File: src/rtl/tx_fifo_arbiter.sv
// Round-robin arbiter that serialises 1/2-byte messages
// from N_REQ requesters onto the shared TX FIFO write port.
module tx_fifo_arbiter #(
  parameter int Data_W = 8,
  parameter int N_REQ  = 3,
  parameter int ID_W   = 2
) (
  input  logic                      CLK,
  input  logic                      RST,
  input  logic                      ARB_EN,
  input  logic [N_REQ-1:0]          REQ,
  input  logic [N_REQ-1:0]          REQ_LEN,
  input  logic [N_REQ*2*Data_W-1:0] REQ_DATA,
  input  logic                      FIFO_FULL,
  output logic                      W_INC,
  output logic [Data_W-1:0]         WR_DATA,
  output logic [N_REQ-1:0]          ACK,
  output logic                      BUSY,
  output logic [ID_W-1:0]           GNT_ID
);

  typedef enum logic [1:0] {
    IDLE,
    SEND_LO,
    SEND_HI
  } state_t;

  state_t              state_q;
  state_t              state_d;
  logic [ID_W-1:0]     ptr_q;
  logic [ID_W-1:0]     gnt_q;
  logic [ID_W-1:0]     ptr_nxt;
  logic [ID_W-1:0]     win_idx;
  logic                win_vld;
  logic [2*Data_W-1:0] data_q;
  logic                len_q;
  logic                grant;
  logic                wr_ok;
  logic                last_wr;
  logic [2*Data_W-1:0] msg [N_REQ];

  for (genvar i = 0; i < N_REQ; i++) begin : g_msg
    assign msg[i] = REQ_DATA[i*2*Data_W +: 2*Data_W];
  end

  // Scan from the far end so the lowest offset from ptr wins.
  always_comb begin : pick
    logic [ID_W-1:0] k;
    win_vld = 1'b0;
    win_idx = '0;
    k       = '0;
    for (int j = N_REQ-1; j >= 0; j--) begin
      k = ID_W'((int'(ptr_q) + j) % N_REQ);
      if (REQ[k]) begin
        win_vld = 1'b1;
        win_idx = k;
      end
    end
  end

  assign grant   = (state_q == IDLE) && ARB_EN && win_vld;
  assign wr_ok   = (state_q != IDLE) && !FIFO_FULL;
  assign last_wr = wr_ok && ((state_q == SEND_HI) || !len_q);
  assign ptr_nxt = (gnt_q == ID_W'(N_REQ-1)) ? '0 : gnt_q + 1'b1;

  always_ff @(posedge CLK) begin : state_reg
    if (RST) state_q <= IDLE;
    else     state_q <= state_d;
  end

  always_ff @(posedge CLK) begin : ctx_reg
    if (RST) begin
      ptr_q  <= '0;
      gnt_q  <= '0;
      data_q <= '0;
      len_q  <= 1'b0;
    end else begin
      if (grant) begin
        data_q <= msg[win_idx];
        len_q  <= REQ_LEN[win_idx];
        gnt_q  <= win_idx;
      end
      if (last_wr) ptr_q <= ptr_nxt;
    end
  end

  always_comb begin : next_state
    state_d = state_q;
    unique case (state_q)
      IDLE:    if (grant) state_d = SEND_LO;
      SEND_LO: if (wr_ok) state_d = len_q ? SEND_HI : IDLE;
      SEND_HI: if (wr_ok) state_d = IDLE;
      default: state_d = IDLE;
    endcase
  end

  always_comb begin : outputs
    W_INC   = wr_ok && !RST;
    ACK     = (last_wr && !RST) ? (N_REQ'(1) << gnt_q) : '0;
    WR_DATA = (state_q == SEND_HI) ? data_q[2*Data_W-1:Data_W]
                                   : data_q[Data_W-1:0];
    BUSY    = (state_q != IDLE);
  end

  assign GNT_ID = gnt_q;

endmodule

File: config.mk
export PLATFORM = sky130hd
export DESIGN_NAME = tx_fifo_arbiter
export DESIGN_NICKNAME = d
export VERILOG_FILES = /design/src/rtl/tx_fifo_arbiter.sv
export SDC_FILE = /design/constraint.sdc
export NUM_CORES = 1
export LEC_CHECK = 0
export CELL_PAD_IN_SITES_DETAIL_PLACEMENT = 0
export CELL_PAD_IN_SITES_GLOBAL_PLACEMENT = 1
export CORE_MARGIN = 4
export CORE_UTILIZATION = 30
export DETAILED_ROUTE_END_ITERATION = 7
export GPL_TIMING_DRIVEN = 0
export PLACE_DENSITY_LB_ADDON = 0.05
export SETUP_SLACK_MARGIN = 0.1
export SYNTH_ARGS = -nofsm -noshare
export SYNTH_HDL_FRONTEND = slang
export SYNTH_SLANG_ARGS = --single-unit
File: constraint.sdc
create_clock -name CLK -period 2.7 [get_ports CLK]
set_input_delay 0.54 -clock CLK [delete_from_list [all_inputs] [get_ports CLK]]
set_output_delay 0.54 -clock CLK [all_outputs]
set_load 0.02 [all_outputs]
## Word level (Yosys, flattened, before mapping)

Index checks and enable logic that the tools add are counted.

- Output and inout port bits: 15
- Word-level logic and storage cells: 62
- Bits in writable memories: 0
- Memories kept: 0
- Bits in latches: 0
- Flip-flop bits (word level): 23
- Input bits: 58
- ROM bits: 0

- Shift-type cells: 1
- $add $sub $neg: 3
- Bitwise gates (word level): 1
- Order comparisons: 5
- Mux-type cells: 25
- Divide/modulo/power cells: 3
- Multipliers: 0
- Reduce and logical (&&, ||, !) cells: 13
- Eq/ne operators: 6

Operators by type and width:

| kind | number |
|---|---|
| remainder unit 32 x 3 -> 32 bit (second input constant) | 2 |
| binary-select mux 16 bit (select 2 bit) | 1 |
| remainder unit 3 x 3 -> 32 bit (second input constant) | 1 |
| two-way mux 16 bit | 2 |
| two-way mux 2 bit | 8 |
| less-than comparator 2 x 3 -> 1 bit (second input constant) | 4 |
| binary-select mux 1 bit (select 2 bit) | 4 |
| two-way mux 8 bit | 1 |
| two-way mux 1 bit | 7 |
| logical AND 1 bit | 6 |
| inequality test 2 bit (second input constant) | 3 |
| case mux 2 bit (3 select lines) | 1 |
| equality test 2 bit (second input constant) | 2 |
| adder 2 x 1 -> 3 bit (second input constant) | 1 |
| adder 2 x 2 -> 3 bit (second input constant) | 1 |
| greater-or-equal comparator 3 bit (second input constant) | 1 |
| logical NOT 1 bit | 3 |
| two-way mux 3 bit | 1 |
| NOT 2 -> 3 bit | 1 |
| AND reduction 3 bit | 1 |
| << shifter 1 x 2 -> 3 bit (first input constant) | 1 |
| adder 2 x 1 -> 2 bit (second input constant) | 1 |
| equality test 2 x 1 -> 1 bit (second input constant) | 1 |
| logical NOT 2 bit | 1 |
| 2 further kinds | 2 |

## Logic depth before layout (Yosys ltp)

Gate-level depths: netlist of the first run.

- Word-level depth: 11
- Gate-level depth with buffers: 10
- Mapped depth without buffers: 7

## Worst setup path after synthesis of the first run

OpenSTA, ideal clock, no wires.

- Kind: register -> register
- Start point: reg ptr_q[0]
- End point: reg data_q[10]
- Data arrival time: 2.361 ns
- Buffers on the path: 1
- Slack: 0.218 ns
- Cell stages (with the launch flop): 9
- Required time: 2.578 ns
- Library setup time: 0.122 ns
- Clock period less this slack: 2.482 ns
- Cells stage by stage: dfxtp_1 inv_1 ha_1 nand3b_1 o21ai_1 o41ai_4 buf_6 mux2_1 a221o_1

- Cells in the longest elaborated chain, start to end: 11
- Elaborated cells on any way between the ends: 22
- Those cells by class: add/sub: 2; div: 3; mux: 15; bitwise: 1; reduce/logical: 1

RTL lines:

| what | line | source |
|---|---|---|
| from (decl) | 30 | `logic [ID_W-1:0] ptr_q;` |
| from (signal assigned) | 83 | `if (last_wr) ptr_q <= ptr_nxt;` |
| adder 2 x 2 -> 3 bit | 53 | `k = ID_W'((int'(ptr_q) + j) % N_REQ);` |
| remainder unit 32 x 3 -> 32 bit | 53 |  |
| binary-select mux 1 bit (select 2 bit) | 54 | `if (REQ[k]) begin` |
| two-way mux 1 bit (not written as such) | 54 |  |
| two-way mux 2 bit (3 in series) | 54 |  |
| NOT 2 -> 3 bit (not written as such) | 79 | `data_q <= msg[win_idx];` |
| binary-select mux 16 bit (select 2 bit) | 79 |  |
| two-way mux 16 bit (not written as such) (2 in series) | 79 |  |
| to (signal assigned) | 79 |  |
| to (decl) | 35 | `logic [2*Data_W-1:0] data_q;` |

Several ways; a longest one is shown, not always the timed one. The select of a mux whose other input is x is not followed.
A chain may end at the register's enable or synchronous reset.

## Worst setup path in the final report of the first run

- Start point: reg ptr_q[1]
- End point: reg data_q[5]

Same word-level chain as after synthesis.

==> run metrics, run 1 <==
post-layout min period=2.50 ns; Syn-to-layout area delta=56.7%; Worst-Margin Slew=0.456 ns; Synth top area share=28.6%; IO buf count=71; Clk Latency, worst-skew pair=0.26 ns; DR top layer=met4; Critical Path End Type=flip-flop; dominant synthesized flop cell=dfxtp_1; Setup CP Type=reg2reg; final hold viol count=0; drt pass-1 iters=5; detailed-route DRC error count=0; antenna fix cells=0; Max-cap violations=0; synth unique cells=42; largest net degree at the start of global routing=13; Max rail drop VDD=0.194 mV; P_leak=0.963 nW; Setup Skew=0.00254 ns; Via-to-Cell Ratio=5.05; total grt overflow=0; Peak Freq=401 MHz; Synth area leader=dfxtp_1; htree depth=1; Yosys reg bits=23; Synth Net Count=230; core area=5140 µm²; post-synthesis cell area=1610 µm²; worst-path maximum fanout=5; width of the die=81.2 µm; Final GP Congestion=0.773; TritonCTS Buffers=3; Die ar.=6590 µm²; Critical Path Start Type=flip-flop; number of synthesis warnings=0; GR Util All Layers=14.7%; Setup TNS=0 ns; DR WL met3=416 µm; status=finished, final reports clean; RSZ-0062 raised after global routing=no; CTS tree=built; row cnt=26; hold_ws=0.535 ns; CP max stage cell=dfxtp_2; met2 wire length=2300 µm; fill count=501; # IOs=73; fin crit share=92.4%; Worst Path Arrival=2.65 ns; nets@finish=311; Avg Inst Size Synth=9.57 µm²; cell with the most instances after synthesis=dfxtp_1; DP Area=2410 µm²; Clock transition at path regs=0.08 ns; initial antenna violation count=0; Max Buffers Root-to-Sink=2; Finish-stage setup viols=0; critical path, cell by cell=inv_1 -> ha_1 -> nand2b_1 -> and4_4 -> o41ai_4 -> buf_4 -> buf_2 -> mux2_1 -> a221o_1; design area=2520 µm²; DR vias=1605; synthesized netlist cell count=168; wire length per cell=14.9 µm; Initial Util=31.3%; sequential area share after synthesis=28.6%; CP required=2.86 ns; Detailed Route WL=4750 µm; max incr delay on CP=0.38 ns; M1 WL=1980 µm; Final HPWL DP=3730 µm; PD cells=389 nW/µm²; clk sinks=23; layout cell share with drive strength beyond 1=14.1%; Rel. slew slack=69.6%; number of global-route vias before repair=1644; Final Slew Violations=0; CTS Hold Bufs=0; worst min path class=reg2reg; most area-consuming cells after synthesis=dfxtp_1 (29%), mux2_1 (11%), a221o_1 (10%); Die Y-Extent=81.2 µm; first-pass GRT wire length=7640 µm; Root Driver=clkbuf_8; Synth async-reset ratio=0%; Iter 0 DRT Violations=63; synth cell count leaders=dfxtp_1 (23), a221o_1 (16), mux2_1 (16), nor3b_1 (16); Antenna Nets Post-Route=0; Post-synth EDFFs=0
critical path: cells and delay by family, from the launching register on:
family	cells	cell delay, ns
adder cells (fa/ha/maj)	1	0.20
buffers and inverters	3	0.45
flip-flops	1	0.38
multiplexers	1	0.34
AND/OR/NAND/NOR	2	0.41
AO/OA/AOI/OAI	2	0.62
cell families after synthesis:
kind of cell	count (synthesis)	share of synthesized area [%]
muxes	27	18.7
and+or+nand+nor	57	21.7
adders and majority gates	4	3.11
buffers and inverters	19	6.93
AOI/OAI and AO/OA	38	20.9
DFF	23	28.6
path summary, 6_finish.rpt:
check / start / endpoint / slack [ns] / cells past startpoint
worst max-delay path: ptr_q[1] / data_q[5] / 0.20 / 9
worst max register to register: ptr_q[1] / data_q[5] / 0.20 / 9
worst min register to register: ptr_q[0] / ptr_q[0] / 0.54 / 2
worst min-delay path: ptr_q[0] / ptr_q[0] / 0.54 / 2
layer usage:
| layer | vias to the layer above | global-route usage [%] |
|---|---|---|
| met5 | - | 0 |
| met4 | 0 | 3.55 |
| li1 | 796 | - |
| met3 | 6 | 4.55 |
| met1 | 738 | 18.1 |
| met2 | 65 | 25.1 |
layout make-up:
class | count | area (µm²) | area share [%]
Timing Repair Buffer | 76 | 747 | 29.6
Sequential cell | 23 | 462 | 18.3
Buffer | 13 | 93.8 | 3.72
Inverter | 6 | 22.5 | 0.894
Clock buffer | 4 | 45.0 | 1.79
Tap cell | 70 | 87.6 | 3.48
Multi-Input combinational cell | 126 | 1060 | 42.2
sequential cells by signal, indices dropped and copies added (netlist names):
name and cells:
state_q 2, ptr_q 2, data_q 16, len_q 1, GNT_ID 2
repair_timing:
item	4_1_cts	5_1_grt
pin swaps	1	1
resized for setup	5	18
hold endpoints to repair	0	0
cloned	0	1
setup buffers	2	2
setup endpoints to repair	28	19
cell usage in the layout (no fill, tap or decap), types with 4 or more instances in the layout:
cell,n
nand2b_1,7
dfxtp_1,22
nor3b_1,16
a21oi_1,6
a221o_1,16
clkdlybuf4s50_1,65
nor2_1,8
buf_6,6
inv_1,6
nor2b_1,4
mux2_1,16
nand2_1,8
mux2_2,8
clkbuf_1,4
where the power goes:
| part | switching (mW) | internal (mW) | total [mW] |
|---|---|---|---|
| logic | 0.153 | 0.221 | 0.374 |
| registers | 0.0195 | 0.373 | 0.392 |
| clock network | 0.109 | 0.105 | 0.215 |
per-stage QoR:
step | util (%) | power (mW) | setup WS, ns | cells
floorplan | - | 0.593 | 0.218 | 168
global placement | 46.8 | 0.751 | -0.442 | 309
detailed placement | 46.8 | 0.756 | -0.502 | 309
CTS | 48.0 | 0.976 | 0.0730 | 315
global route | 49.0 | 1.04 | 0.0965 | 318
finish | 49.0 | 0.981 | 0.204 | 318
(Power assumes the default switching activity.)
==> inputs of run 2 (changes only) <==
- ABC_AREA: not set -> 1
- CORE_UTILIZATION: 30 -> 28
==> run 2 against run 1 <==
Critical path depth fell by 3. Synthesized cell count rose by 76%. Sequential share of layout area shrank 0.96 points. Count of clock-buffer cells in the layout decreased by 1. Utilization shrank 5.3 points. Clock skew about the same. Fmax grew 3.8%.
==> run metrics, run 2 <==
Die ar.=7730 µm² (+17%); Final GP Congestion=0.766 (-0.87%); fin crit share=89.0% (-3.4 points); worst min path class=reg2reg; Worst-Margin Slew=0.456 ns (+0.000555 ns); Root Driver=clkbuf_8; Synth Net Count=358 (+56%); Iter 0 DRT Violations=64 (+1.6%); Critical Path Start Type=flip-flop; wire length per cell=12.7 µm (-15%); row cnt=28 (+7.7%); post-synthesis cell area=1790 µm² (+11%); total grt overflow=0 (unchanged); core area=6060 µm² (+18%); most frequent CP cell=nand2_1; layout cell share with drive strength beyond 1=12.1% (-2.0 points); most area-consuming cells after synthesis=dfxtp_1 (26%), nand3_1 (15%), nand2_1 (13%); most flop-heavy register=data_q; post-layout min period=2.40 ns (-0.0921 ns); Synth area leader=dfxtp_1; Peak Freq=416 MHz (+3.8%); Setup Skew=0.00219 ns (-0.000352 ns); Critical Path End Type=output pin; CP bufs+invs=3 (unchanged); area of the multi-input gates=1070 µm² (+0.47%); Post-CTS Setup Bufs=0 (-2); largest net degree at the start of global routing=14 (+1); Final Slew Violations=0 (unchanged); CP max stage cell=clkdlybuf4s50_1; fill count=682 (+36%); Yosys reg bits=23 (unchanged); Finish-stage setup viols=0 (unchanged); DR vias=2028 (+26%); nets@finish=435 (+40%); delay-heaviest family, CP=buffers and inverters; FF/Latch Area=460 µm² (-0.27%); CTS Hold Bufs=0 (unchanged); GR Util All Layers=14.8% (+0.092 points); cell with the most instances after synthesis=nand2_1; synth cell count leaders=nand2_1 (60), nand3_1 (55), inv_1 (43); Setup CP Type=reg2out; max incr delay on CP=0.54 ns (+0.16 ns); Rel. slew slack=69.6% (about the same); antenna fix cells=0 (unchanged); PD cells=412 nW/µm² (+6.0%); final hold viol count=0 (unchanged); Via-to-Cell Ratio=4.54 (-10%); width of the die=87.9 µm (+8.3%); Max-cap violations=0 (unchanged); PnR worst setup slack=0.297 ns (+0.0921 ns); Synth top area share=25.7% (-2.9 points); hold_ws=0.535 ns (-0.000604 ns); RSZ-0062 raised after global routing=no; Layout Utilization=43.7% (-5.3 points); P_leak=1.23 nW (+27%); Post-synth EDFFs=0 (unchanged); Syn-to-layout area delta=48.2%; Synth async-reset ratio=0% (unchanged); synth unique cells=25 (-40%); Antenna Nets Post-Route=0 (unchanged); DP Worst Slack=-0.298 ns (+0.204 ns); Design Power=1.09 mW (+12%); Max rail drop VDD=0.209 mV (+7.7%); critical path, cell by cell=inv_1 -> nand2_2 -> clkinvlp_4 -> nand2_1 -> nand2_1 -> clkdlybuf4s50_1; DP Area=2600 µm² (+8.2%); number of global-route vias before repair=1879 (+14%); first-pass GRT wire length=9000 µm (+18%); drt pass-1 iters=4 (-1); detailed-route DRC error count=0 (unchanged); Detailed Route WL=5680 µm (+20%); worst-path maximum fanout=10 (+5); Clock transition at path regs=0.09 ns (about the same); Avg Inst Size Synth=6.04 µm² (-37%); CP required=2.16 ns (-0.70 ns); CTS tree=built; TritonCTS Buffers=3 (unchanged); Max Buffers Root-to-Sink=2 (unchanged); Worst Path Arrival=1.86 ns (-0.79 ns); Clk Latency, worst-skew pair=0.27 ns (about the same); number of synthesis warnings=0 (unchanged); design area=2650 µm² (+5.2%); IO buf count=72 (+1.4%); sequential area share after synthesis=25.7% (-2.9 points); # IOs=73 (unchanged); Final HPWL DP=4470 µm (+20%); reg2reg setup slack=0.59 ns (+0.39 ns); htree depth=1 (unchanged); commonest cells after routing, fill and taps aside=clkdlybuf4s50_1 (67), nand2_1 (60), nand3_1 (55); commonest non-fill, non-tap cell in the layout=clkdlybuf4s50_1; initial antenna violation count=0 (unchanged); synthesized netlist cell count=296 (+76%); Die Y-Extent=87.9 µm (+8.3%); dominant synthesized flop cell=dfxtp_1; clk sinks=23 (unchanged); max reg flops=16 (unchanged); Initial Util=29.5% (-1.8 points); status=finished, final reports clean
run 2: final timing paths:
path                                  from          to  cells past startpoint
worst max-delay path            state_q[0]  WR_DATA[1]                      6
worst min register to register   data_q[4]   data_q[4]                      2
worst min-delay path             data_q[4]   data_q[4]                      2
worst max register to register    ptr_q[0]   data_q[6]                     14
run 2: metal layers:
layer / vias to the layer above / GRT usage, % / share of wire (%)
li1: 1100 / - / -
met1: 884 / 19.5 / 46
met2: 40 / 25.4 / 48
met3: 4 / 2.54 / 4.8
met4: 0 / 3.21 / 1.0
met5: - / 0 / 0
run 2: logic make-up (layout without fill, tap and decap cells):
logic type,count (synthesis),in the layout,synth area share [%]
compound gates,46,46,14.0
fa+ha+maj,4,4,2.80
buf+inv,62,138,14.6
flops,23,23,25.7
simple gates,161,161,42.9
run 2: where the power goes:
part           switching (mW)  leakage (nW)  internal [mW]
Combinational           0.259          1.01          0.217
Clock                   0.116        0.0255          0.103
Sequential             0.0213         0.189          0.377
run 2: tightest hold or removal path, delay by kind of cell (launching register included):
kind,cells,cell delay [ns]
compound gates,2,0.17
flops,1,0.32
run 2: per-stage QoR:
| stage | instances | setup TNS [ns] |
|---|---|---|
| 6_report | 447 | 0 |
| 3_5_place_dp | 443 | -0.547 |
| 5_1_grt | 447 | 0 |
| 3_3_place_gp | 443 | -0.527 |
| 4_1_cts | 447 | 0 |
| 2_1_floorplan | 296 | 0 |
run 2: repair_timing:
action / CTS / global route
hold endpoints to repair: 0 / 0
setup endpoints to repair: 4 / 10
resized for setup: 8 / 3
run 2: cell type report:
| cell class | count | share of cell area (%) |
|---|---|---|
| tap | 75 | 3.54 |
| timing repair buffer | 72 | 27.0 |
| clock buffer | 3 | 1.56 |
| clock inverter | 1 | 0.189 |
| inverter | 51 | 7.36 |
| buffer | 11 | 2.69 |
| multi-input combinational | 211 | 40.3 |
| sequential | 23 | 17.4 |
